--- src/rtl/wra_rd_arbiter.sv ---
// Round-robin arbiter with burst lock for the shared WRA feature-memory read port.
// Issues one registered read per cycle and routes returned words back by tag.
module wra_rd_arbiter #(
  parameter int NREQ   = 3,
  parameter int ADDR_W = 10,
  parameter int DATA_W = 512,
  parameter int RD_LAT = 1
) (
  input  logic                   clk,
  input  logic                   rst_n,
  input  logic [NREQ-1:0]        req_vld,
  input  logic [NREQ*ADDR_W-1:0] req_addr,
  input  logic [NREQ-1:0]        req_lock,
  output logic [NREQ-1:0]        req_rdy,
  output logic [NREQ-1:0]        rsp_vld,
  output logic [DATA_W-1:0]      rsp_data,
  output logic                   WRA_Rd_en,
  output logic [ADDR_W-1:0]      WRA_Address,
  input  logic [DATA_W-1:0]      WRA_FeatureData,
  output logic                   busy
);

  localparam int          IDW = $clog2(NREQ);
  localparam int unsigned NR  = NREQ;
  localparam int unsigned LAT = RD_LAT;

  logic [IDW-1:0]    ptr;
  logic [IDW-1:0]    lock_id;
  logic              lock_vld;
  logic              lock_hit;
  logic [IDW-1:0]    gnt_id;
  logic              gnt_vld;
  logic [IDW-1:0]    ptr_inc;
  logic [ADDR_W-1:0] gnt_addr;
  logic [RD_LAT-1:0] tag_v;
  logic [IDW-1:0]    tag_id [RD_LAT];
  logic [NREQ-1:0]   rsp_onehot;

  // Owner keeps the port only while it still asserts both valid and lock.
  assign lock_hit = lock_vld && req_vld[lock_id] && req_lock[lock_id];

  always_comb begin
    logic [IDW:0] idx;
    idx     = '0;
    gnt_vld = 1'b0;
    gnt_id  = '0;
    if (lock_hit) begin
      gnt_vld = 1'b1;
      gnt_id  = lock_id;
    end else begin
      for (int unsigned k = 0; k < NR; k++) begin
        idx = {1'b0, ptr} + (IDW+1)'(k);
        if (idx >= (IDW+1)'(NR)) idx = idx - (IDW+1)'(NR);
        if (!gnt_vld && req_vld[idx[IDW-1:0]]) begin
          gnt_vld = 1'b1;
          gnt_id  = idx[IDW-1:0];
        end
      end
    end
  end

  always_comb begin
    req_rdy = '0;
    if (gnt_vld) req_rdy[gnt_id] = 1'b1;
  end

  always_comb begin
    gnt_addr = '0;
    for (int unsigned k = 0; k < NR; k++) begin
      if (gnt_id == IDW'(k)) gnt_addr = req_addr[k*ADDR_W +: ADDR_W];
    end
  end

  assign ptr_inc = (gnt_id == IDW'(NR - 1)) ? '0 : gnt_id + 1'b1;

  always_ff @(posedge clk or negedge rst_n) begin
    if (!rst_n) begin
      ptr         <= '0;
      lock_vld    <= 1'b0;
      lock_id     <= '0;
      WRA_Rd_en   <= 1'b0;
      WRA_Address <= '0;
    end else begin
      WRA_Rd_en <= gnt_vld;
      if (gnt_vld) begin
        WRA_Address <= gnt_addr;
        if (req_lock[gnt_id]) begin
          lock_vld <= 1'b1;
          lock_id  <= gnt_id;
        end else begin
          lock_vld <= 1'b0;
          ptr      <= ptr_inc;
        end
      end else begin
        lock_vld <= 1'b0;
      end
    end
  end

  // Stage 0 lines up with WRA_Rd_en; the last stage lines up with valid data.
  always_ff @(posedge clk or negedge rst_n) begin
    if (!rst_n) begin
      tag_v <= '0;
      for (int unsigned s = 0; s < LAT; s++) tag_id[s] <= '0;
    end else begin
      tag_v[0]  <= gnt_vld;
      tag_id[0] <= gnt_id;
      for (int unsigned s = 1; s < LAT; s++) begin
        tag_v[s]  <= tag_v[s-1];
        tag_id[s] <= tag_id[s-1];
      end
    end
  end

  always_comb begin
    rsp_onehot = '0;
    if (tag_v[RD_LAT-1]) rsp_onehot[tag_id[RD_LAT-1]] = 1'b1;
  end

  always_ff @(posedge clk or negedge rst_n) begin
    if (!rst_n) begin
      rsp_vld  <= '0;
      rsp_data <= '0;
    end else begin
      rsp_vld <= rsp_onehot;
      if (tag_v[RD_LAT-1]) rsp_data <= WRA_FeatureData;
    end
  end

  assign busy = (|req_vld) | (|tag_v);

endmodule
--- config.mk ---
export PLATFORM = sky130hd
export DESIGN_NAME = wra_rd_arbiter
export DESIGN_NICKNAME = d
export VERILOG_FILES = /design/src/rtl/wra_rd_arbiter.sv
export SDC_FILE = /design/constraint.sdc
export NUM_CORES = 1
export LEC_CHECK = 0
export CORE_AREA = 8 8 416 418
export CTS_CLUSTER_SIZE = 14
export DETAILED_ROUTE_END_ITERATION = 8
export DIE_AREA = 0 0 424 426
export GPL_ROUTABILITY_DRIVEN = 0
export PLACE_DENSITY_LB_ADDON = 0.25
export SLEW_MARGIN = 25
export SYNTH_ARGS = -nofsm -noshare
export SYNTH_HDL_FRONTEND = slang
export SYNTH_SLANG_ARGS = --single-unit
--- constraint.sdc ---
create_clock -name clk -period 5.3 [get_ports clk]
set_input_delay 0.53 -clock clk [delete_from_list [all_inputs] [get_ports clk]]
set_output_delay 0.53 -clock clk [all_outputs]
set_load 0.005 [all_outputs]
==> results list, run 1 <==
- Walking the worst path, the cells encountered are inv_1 > ha_1 > o221ai_1 > a2111o_1 > and2_1 > and2_1 > clkdlybuf4s50_1.
- The worst setup path is launched from a flop.
* Max Used Layer: met5
* Met2 wirelength from detailed routing: 59700 µm
- Routed via count: 15100
- In this run the worst path has a maximum fanout of 16.
- Root buffer cell: clkbuf_16
- Across all register-to-register paths, the minimum setup slack is around 2.4 ns.
- M1 wire length: about 45000 µm
* Hold Buf Count CTS: 1
- Largest clock skew in the final design: 0.0299 ns
- The slowest stage of the critical path is the and2_1 cell.
* CTS tree: done
- The longest clock path from root to sink contains 3 buffers.
- The total area inside the core boundary comes to 166000 µm².
- In this run the core area contains 150 standard-cell rows.
* Antenna violations before repair: 36
- The hold violation count in the final report came to 0.
* Maximum number of pins on one net before global-route repair: 131
* Worst ir drop on vdd: 0.248 mV
* Slowest cell delay on critical path: 0.55 ns
- Post-CTS setup repair buffer count: 0
- The detailed router finished its first iteration with 715 violations.
- Power density relative to cell area: 470 nW/µm²
- Number of buffers added on ports: 1079
- Summing all non-filler instances in the final layout gives an area of roughly 36000 µm².
- Counting flops with a built-in enable in the synthesized netlist gives 0.
* Detailed-route wire length: 119000 µm
- In the finished design, the share of the clock period the worst path needs comes to 0.809.
- After detailed routing, the average wire length per cell comes to approximately 26 µm.
- Summed over all nets, the half-perimeter wirelength after detailed placement is between 90000 and 100000 µm.
- In this design, the critical path's most frequently occurring cell is and2_1.
* Unrepaired setup endpoints after global routing: false
* Total iterations of the first detailed-routing run: 4
* Leak Pwr: roughly 14 nW
- Hold depth: 1
* Hold WC Path Type: reg2reg
* CTS clock-pin slew for the worst setup and hold paths: 0.05 ns
- In the global route stage, overall resource usage came out at 0.125.
* Worst reg2reg startpoint: ptr[1]$_DFFE_PN0P_
- The first global-routing pass estimated 155000 µm of wire.
- The worst setup path is captured at a primary output.
- Post-synth design cell area: 20100 µm²
- Worst reg-to-reg path cell count: 8
- Leaving out fill and tap cells, the most frequent cells in the layout are clkdlybuf4s50_1, dfrtp_1, mux2_2.
- The number of slew-limit violations in the final report came to 0.
- For this run, the post-layout net count is 2874.
- Together, buffers and inverters on the worst path number 2.
- Leading area contributor after synthesis: dfrtp_1
- At the worst endpoint, the required time is 4.77 ns.
* Die footprint: 181000 µm²
- The share of the Yosys chip area taken by registers is 0.665.
* Number of storage elements in the synthesis netlist: around 530
- For the pin with the worst max-slew slack, the measured transition is 0.892 ns.
- The startpoint identified for the worst hold timing path is tag_id[1]$_DFF_PN0_.
- I/O pin cnt: 1080
* Number of nets in the synthesized netlist: roughly 1800
- Most instantiated flip-flop cell in the synthesis netlist: dfrtp_1
- Async set-or-reset flop fraction in the synthesized netlist: 1.00
- Clock Sink Count: 533
- Detailed routing placed a total of approximately 12000 µm of wire on met3.
- Based on the critical path, the design can be clocked at up to 233 MHz.
* Power, Total: approximately 0.017 W
* Leftover overflow at the end of global routing: 0
- The number of different library cells used by synthesis comes to 41.
- Ratio of cells with drive above 1 in the final layout: 0.271
- Cell family with the largest share of critical-path delay: compound AO/OA/AOI/OAI gates
- Main area contributors after synthesis: dfrtp_1, mux2_2, clkbuf_1
- Relative slew slack: 0.405
- Measured along the x axis, the die boundary spans 424 µm.
* Instance area at placement: around 34000 µm²
- The tightest hold path in the finished design has a slack of 0.440 ns.
* Commonest non-fill, non-tap cell in the layout: clkdlybuf4s50_1
* CTS Buf Count: 74
- Layout Area Growth over Synthesis: 79.4%
- Share of the synthesized area in the top cell type: 0.665
* Maximum level of the CTS H-tree: 3
- Max-cap violations in this run came to 0.
- Synthesized area per cell: 16.6 µm²
- Crit path DAT: 3.76 ns
* Post-layout minimum cycle time: 4.29 ns
- For this configuration, the core starts out at a cell density of 0.121.
* Share of the core filled with cells in the final layout: 0.216
* Vias in the first global route: 16100
- Number of endpoints failing setup at the final stage: 0
* Capture endpoint of the worst hold path: rsp_vld[0]$_DFF_PN0_
- Status: completed
* Worst flop-to-flop path endpoint: ptr[0]$_DFFE_PN0P_
- Synthesis produced 1206 cells.
* Filler cell count: 17900
- For the final routed database, the setup TNS stands at 0 ns.
- Post-CTS repair changed the size of 0 cells.
- Critical path class: reg2out
* Detail Route Antenna Nets: 0
- At the later pin of the worst-skew pair, clock insertion delay measures 0.66 ns.
* Number of vias per cell after detailed routing: between 3 and 4
- Die Ht: 426 µm
- For this run, design rule violations remaining after detail routing come to 0.
* Number of synthesis warnings: 0
-- final cells by class --
class	instances	area, µm²	share of cell area
Antenna cell	11	27.5	0.000765
Clock buffer	106	2080	0.0579
Clock inverter	18	258	0.00716
Inverter	10	42.5	0.00118
Multi-Input combinational cell	600	6420	0.178
Sequential cell	533	13300	0.371
Tap cell	2204	2760	0.0766
Timing Repair Buffer	1101	11100	0.307
-- registers in the layout, indices dropped and copies added, names as in the netlist --
signal       cells
lock_vld         1
WRA_Address     10
rsp_data       512
rsp_vld          3
tag_v            1
ptr              2
lock_id          2
tag_id           2
-- through the flow --
| stage | setup slack [ns] | instances |
|---|---|---|
| finish | 1.01 | 4583 |
| global route | 0.768 | 4572 |
| CTS | 0.946 | 4571 |
| detailed placement | 1.07 | 4446 |
| global placement | 1.04 | 4446 |
| floorplan | 2.82 | 1206 |
-- logic make-up after synthesis --
group                    count (synthesis)  synth area share
buffers and inverters                   73            0.0153
multiplexers                           526             0.294
AND/OR/NAND/NOR                         25           0.00686
flip-flops                             533             0.665
AO/OA/AOI/OAI                           45            0.0161
adder cells (fa/ha/maj)                  4           0.00249
-- cell usage after synthesis, types with 2 or more instances --
cell type  instances
buf_2              3
dfrtp_1          533
and2_1             2
o21ai_0            3
and3b_1            2
mux2i_1           14
o22ai_1           10
nand3b_1           2
o211ai_1           2
a211oi_1           3
inv_1              9
clkbuf_1          48
a21oi_1           12
a21o_1             2
buf_1             10
mux2_2           512
nor2_1             4
nand2_1            7
nand2b_1           3
ha_1               4
-- how the worst max path moves through the flow --
stage                             from          to  slack, ns  cells past startpoint
floorplan           ptr[0]$_DFFE_PN0P_  req_rdy[0]       2.82                      9
CTS                 ptr[0]$_DFFE_PN0P_  req_rdy[0]       0.95                      7
finish              ptr[0]$_DFFE_PN0P_  req_rdy[0]       1.01                      7
global placement            req_vld[2]  req_rdy[0]       1.04                      7
detailed placement          req_vld[2]  req_rdy[0]       1.07                      7
global route        ptr[1]$_DFFE_PN0P_  req_rdy[0]       0.77                      8
-- report_power, final --
part | leakage [nW] | switching, W | total (W) | internal, W
logic | 6.78 | 0.00255 | 0.00605 | 0.00351
clock network | 1.13 | 0.00209 | 0.00498 | 0.00289
registers | 6.22 | 0.000726 | 0.00587 | 0.00514
total | 14.1 | 0.00536 | 0.0169 | 0.0115
-- per-layer routing --
layer | track usage | vias up
met5 | 0 | -
met4 | 0.0291 | 2
met3 | 0.0523 | 162
met2 | 0.216 | 611
met1 | 0.144 | 7764
li1 | - | 6565
No activity file was read; power rests on OpenSTA's default activity.
==> run 2, diff against run 1 <==
Settings changed: CORE_AREA 8 8 416 418 to 8 8 419 421, DIE_AREA 0 0 424 426 to 0 0 427 429.
Clock period 5.3 ns to 4.1 ns, I/O delays scaled along.
==> run 2 against run 1 <==
Routed wire length decreased by 6.2%. Die area grew 1.4%. Sequential power grew 29%. Largest cell class unchanged. Count of clock-buffer cells in the layout up 8. Critical path type unchanged. Sequential cell count unchanged. Core utilization down 0.12 points. Clock power rose by 33%. Register-to-register slack got worse by 0.95 ns. Sequential share of layout area down 0.29 points.
==> results list, run 2 (synthesis gave the netlist of run 1 again) <==
* Status: completed
- The post-cts gate resize count is 0 (unchanged).
- Vias in the first global route: 16200 (+1.0%)
- Routed WL per cell: 24.2 µm (-6.9%)
- Crit path DAT: 3.24 ns (-0.52 ns)
- Clock Latency Late Sink: 0.66 ns (about the same)
- The number of buffers between clock root and the deepest sink came to 3 (unchanged).
- Counting flops per register, the top entry is rsp_data.
- Layout Area Growth over Synthesis: 80.8%
- The all-layer global routing usage came to 0.118 (-0.00728).
* Largest registers: rsp_data: 512 flops, WRA_Address: 10 flops, rsp_vld: 3 flops
* Worst path setup slack after routing: 0.450 ns (-0.563 ns)
- Commonest non-fill, non-tap cell in the layout: clkdlybuf4s50_1
- The worst slack at placement was 0.736 ns (-0.331 ns).
* Most frequent cells in the layout: clkdlybuf4s50_1, dfrtp_1, mux2_2
* Peak clock frequency supported by timing: 274 MHz
* Number of endpoints failing setup at the final stage: 0 (unchanged)
- Maximum level of the CTS H-tree: 3 (unchanged)
- Leak Pwr: 14.3 nW (+1.2%)
- The cts-stage hold buffer count came to 1 (unchanged).
* Number of buffers added on ports: 1079 (unchanged)
* Ratio of cells with drive above 1 in the final layout: 0.279 (+0.00862)
* Unrepaired setup endpoints after global routing: false
- Share of power burned in registers: 0.344 (-0.003)
* Hold WC Path Type: in2reg
- TritonCTS built the clock tree.
- The total congestion overflow was 0 (unchanged).
* Core Region: 169000 µm² (+1.3%)
- Placed cell count: 4477 (+0.70%)
- The total number of clock tree sinks is 533 (unchanged).
- The hold violation count in the final report is 0 (unchanged).
- Die Ht: 429 µm (+0.70%)
* Critical Path RT: 3.69 ns (-1.08 ns)
- Relative slew slack: 0.460 (+0.0547)
* Maximum number of pins on one net before global-route repair: 113 (-14%)
- The number of top-level design ports was 1080 (unchanged).
- Post-Layout Inst Area: 36300 µm² (+0.78%)
- Dpl hpwl: 91700 µm (-6.1%)
* Max-cap check violation count: 0 (unchanged)
* Routed via count: 15000 (-0.95%)
- The starting utilization of the core area was 0.119 (-0.00161).
- Post-layout minimum cycle time: 3.65 ns
- The worst setup path is launched from a flop.
* Total iterations of the first detailed-routing run: 4 (unchanged)
- Instance area at placement: 33800 µm² (+0.54%)
- Switching part of the total power: 0.305 (-0.0123)
* Total Negative Setup Slacks: 0 ns (unchanged)
- Worst ir drop on vdd: 0.372 mV (+50%)
- Detail Route Antenna Nets: 0 (unchanged)
* Largest clock skew in the final design: 0.0199 ns (-0.00992 ns)
- Detailed router's first-iteration violation count: 516 (-28%)
* Root buffer cell: clkbuf_16
- Number of standard cells in the final layout excluding fillers: 4614 (+0.68%)
* Relative contribution of combinational cells to total power: 0.354 (-0.004)
* Internal power consumption: 0.0152 W (+32%)
* Reported net switching power: 0.00668 W (+25%)
* Antenna violations before repair: 31 (-14%)
- The largest fanout on the critical path is 9 (-7).
* Final Max Slew Viols: 0 (unchanged)
- The worst hold-check slack is 0.352 ns (-0.0880 ns).
* Horizontal die dimension: 427 µm (+0.71%)
- Power density relative to cell area: 604 nW/µm² (+29%)
* Remaining routing DRC violations: 0 (unchanged)
- The mean number of vias per cell was 3.24 (-1.6%).
- The measured slew at the worst slew-check pin is 0.810 ns (-0.0821 ns).
- The standard-cell row count is 151 (+0.67%).
- Flip-flop count of the largest register after layout: 512 (unchanged)
* Global-route wire length before repair: 149000 µm (-3.6%)
- The clock input transition at the sequential cells of the worst setup and hold paths came to 0.06 ns (about the same).
- The part of the total power dissipated in the clock network is 0.301 (+0.006).
- Detailed-route wire length: 112000 µm (-6.2%)
- STA classifies the critical path endpoint as a primary output.
- Die footprint: 183000 µm² (+1.4%)
- Final cycle utilization of the critical path: 0.890
* Post-CTS setup repair buffer count: 0 (unchanged)
- Critical path class: reg2out
- The number of buffers inserted during clock tree synthesis came to 74 (unchanged).
* Number of nets at the end of the flow: 2890 (+0.56%)
## run 2: cell types whose count changed in the layout (fill, tap and decap cells not counted), sizes merged
cell / before / now
buf: 22 / 38
clkbuf: 106 / 114
clkinv: 10 / 8
clkinvlp: 3 / 1
diode: 11 / 8
## run 2: layer usage
metal,wire length [µm],global-route usage,vias up,share of wire
met5,0,0,-,0
met4,2110,0.0278,0,0.019
met3,10900,0.0505,147,0.097
met2,58300,0.213,594,0.52
met1,40600,0.126,7639,0.36
li1,-,-,6581,-
## run 2: layout make-up
class,count,area [µm²]
Fill cell,18100,132000
Sequential cell,533,13300
Timing Repair Buffer,1117,11200
Multi-Input combinational cell,600,6420
Tap cell,2218,2780
Clock buffer,114,2280
Clock inverter,14,199
Inverter,10,42.5
Antenna cell,8,20.0
## run 2: power groups by stage
stage	clock, W	combinational, W	sequential [W]
floorplan	0	0.00285	0.00750
global placement	0	0.00804	0.00761
detailed placement	0	0.00803	0.00764
CTS	0.00695	0.00806	0.00757
global route	0.00712	0.00829	0.00775
finish	0.00661	0.00776	0.00755
## run 2: final timing paths
check	startpoint	endpoint	slack, ns	cells past startpoint
min in group asynchronous	rst_n	rsp_data[74]$_DFFE_PN0P_	0.38	2
max in group asynchronous	rst_n	rsp_data[249]$_DFFE_PN0P_	2.66	3
worst min-delay path	WRA_FeatureData[489]	rsp_data[489]$_DFFE_PN0P_	0.35	2
worst max register to register	ptr[1]$_DFFE_PN0P_	ptr[0]$_DFFE_PN0P_	1.46	10
worst min register to register	tag_id[1]$_DFF_PN0_	rsp_vld[0]$_DFF_PN0_	0.45	1
worst max-delay path	ptr[0]$_DFFE_PN0P_	req_rdy[0]	0.45	9
## run 2: per-stage QoR
step                total power, W  utilization
floorplan                   0.0103            -
global placement            0.0156        0.200
detailed placement          0.0157        0.200
CTS                         0.0226        0.215
global route                0.0232        0.215
finish                      0.0219        0.215
## run 2: critical path, stage by stage (launching register included)
cell and delay, ns:
dfrtp_1 0.39, inv_1 0.08, ha_1 0.41, nand2b_1 0.22, a21o_1 0.18, a31o_1 0.21
a211o_1 0.30, o31a_4 0.14, and2_1 0.17, clkdlybuf4s50_1 0.49
==> run 3, diff against run 2 <==
Settings changed: SETUP_SLACK_MARGIN set to 0.15.
==> results of run 3 <==
The final DEF is identical to that of run 2; final timing and power are the same.
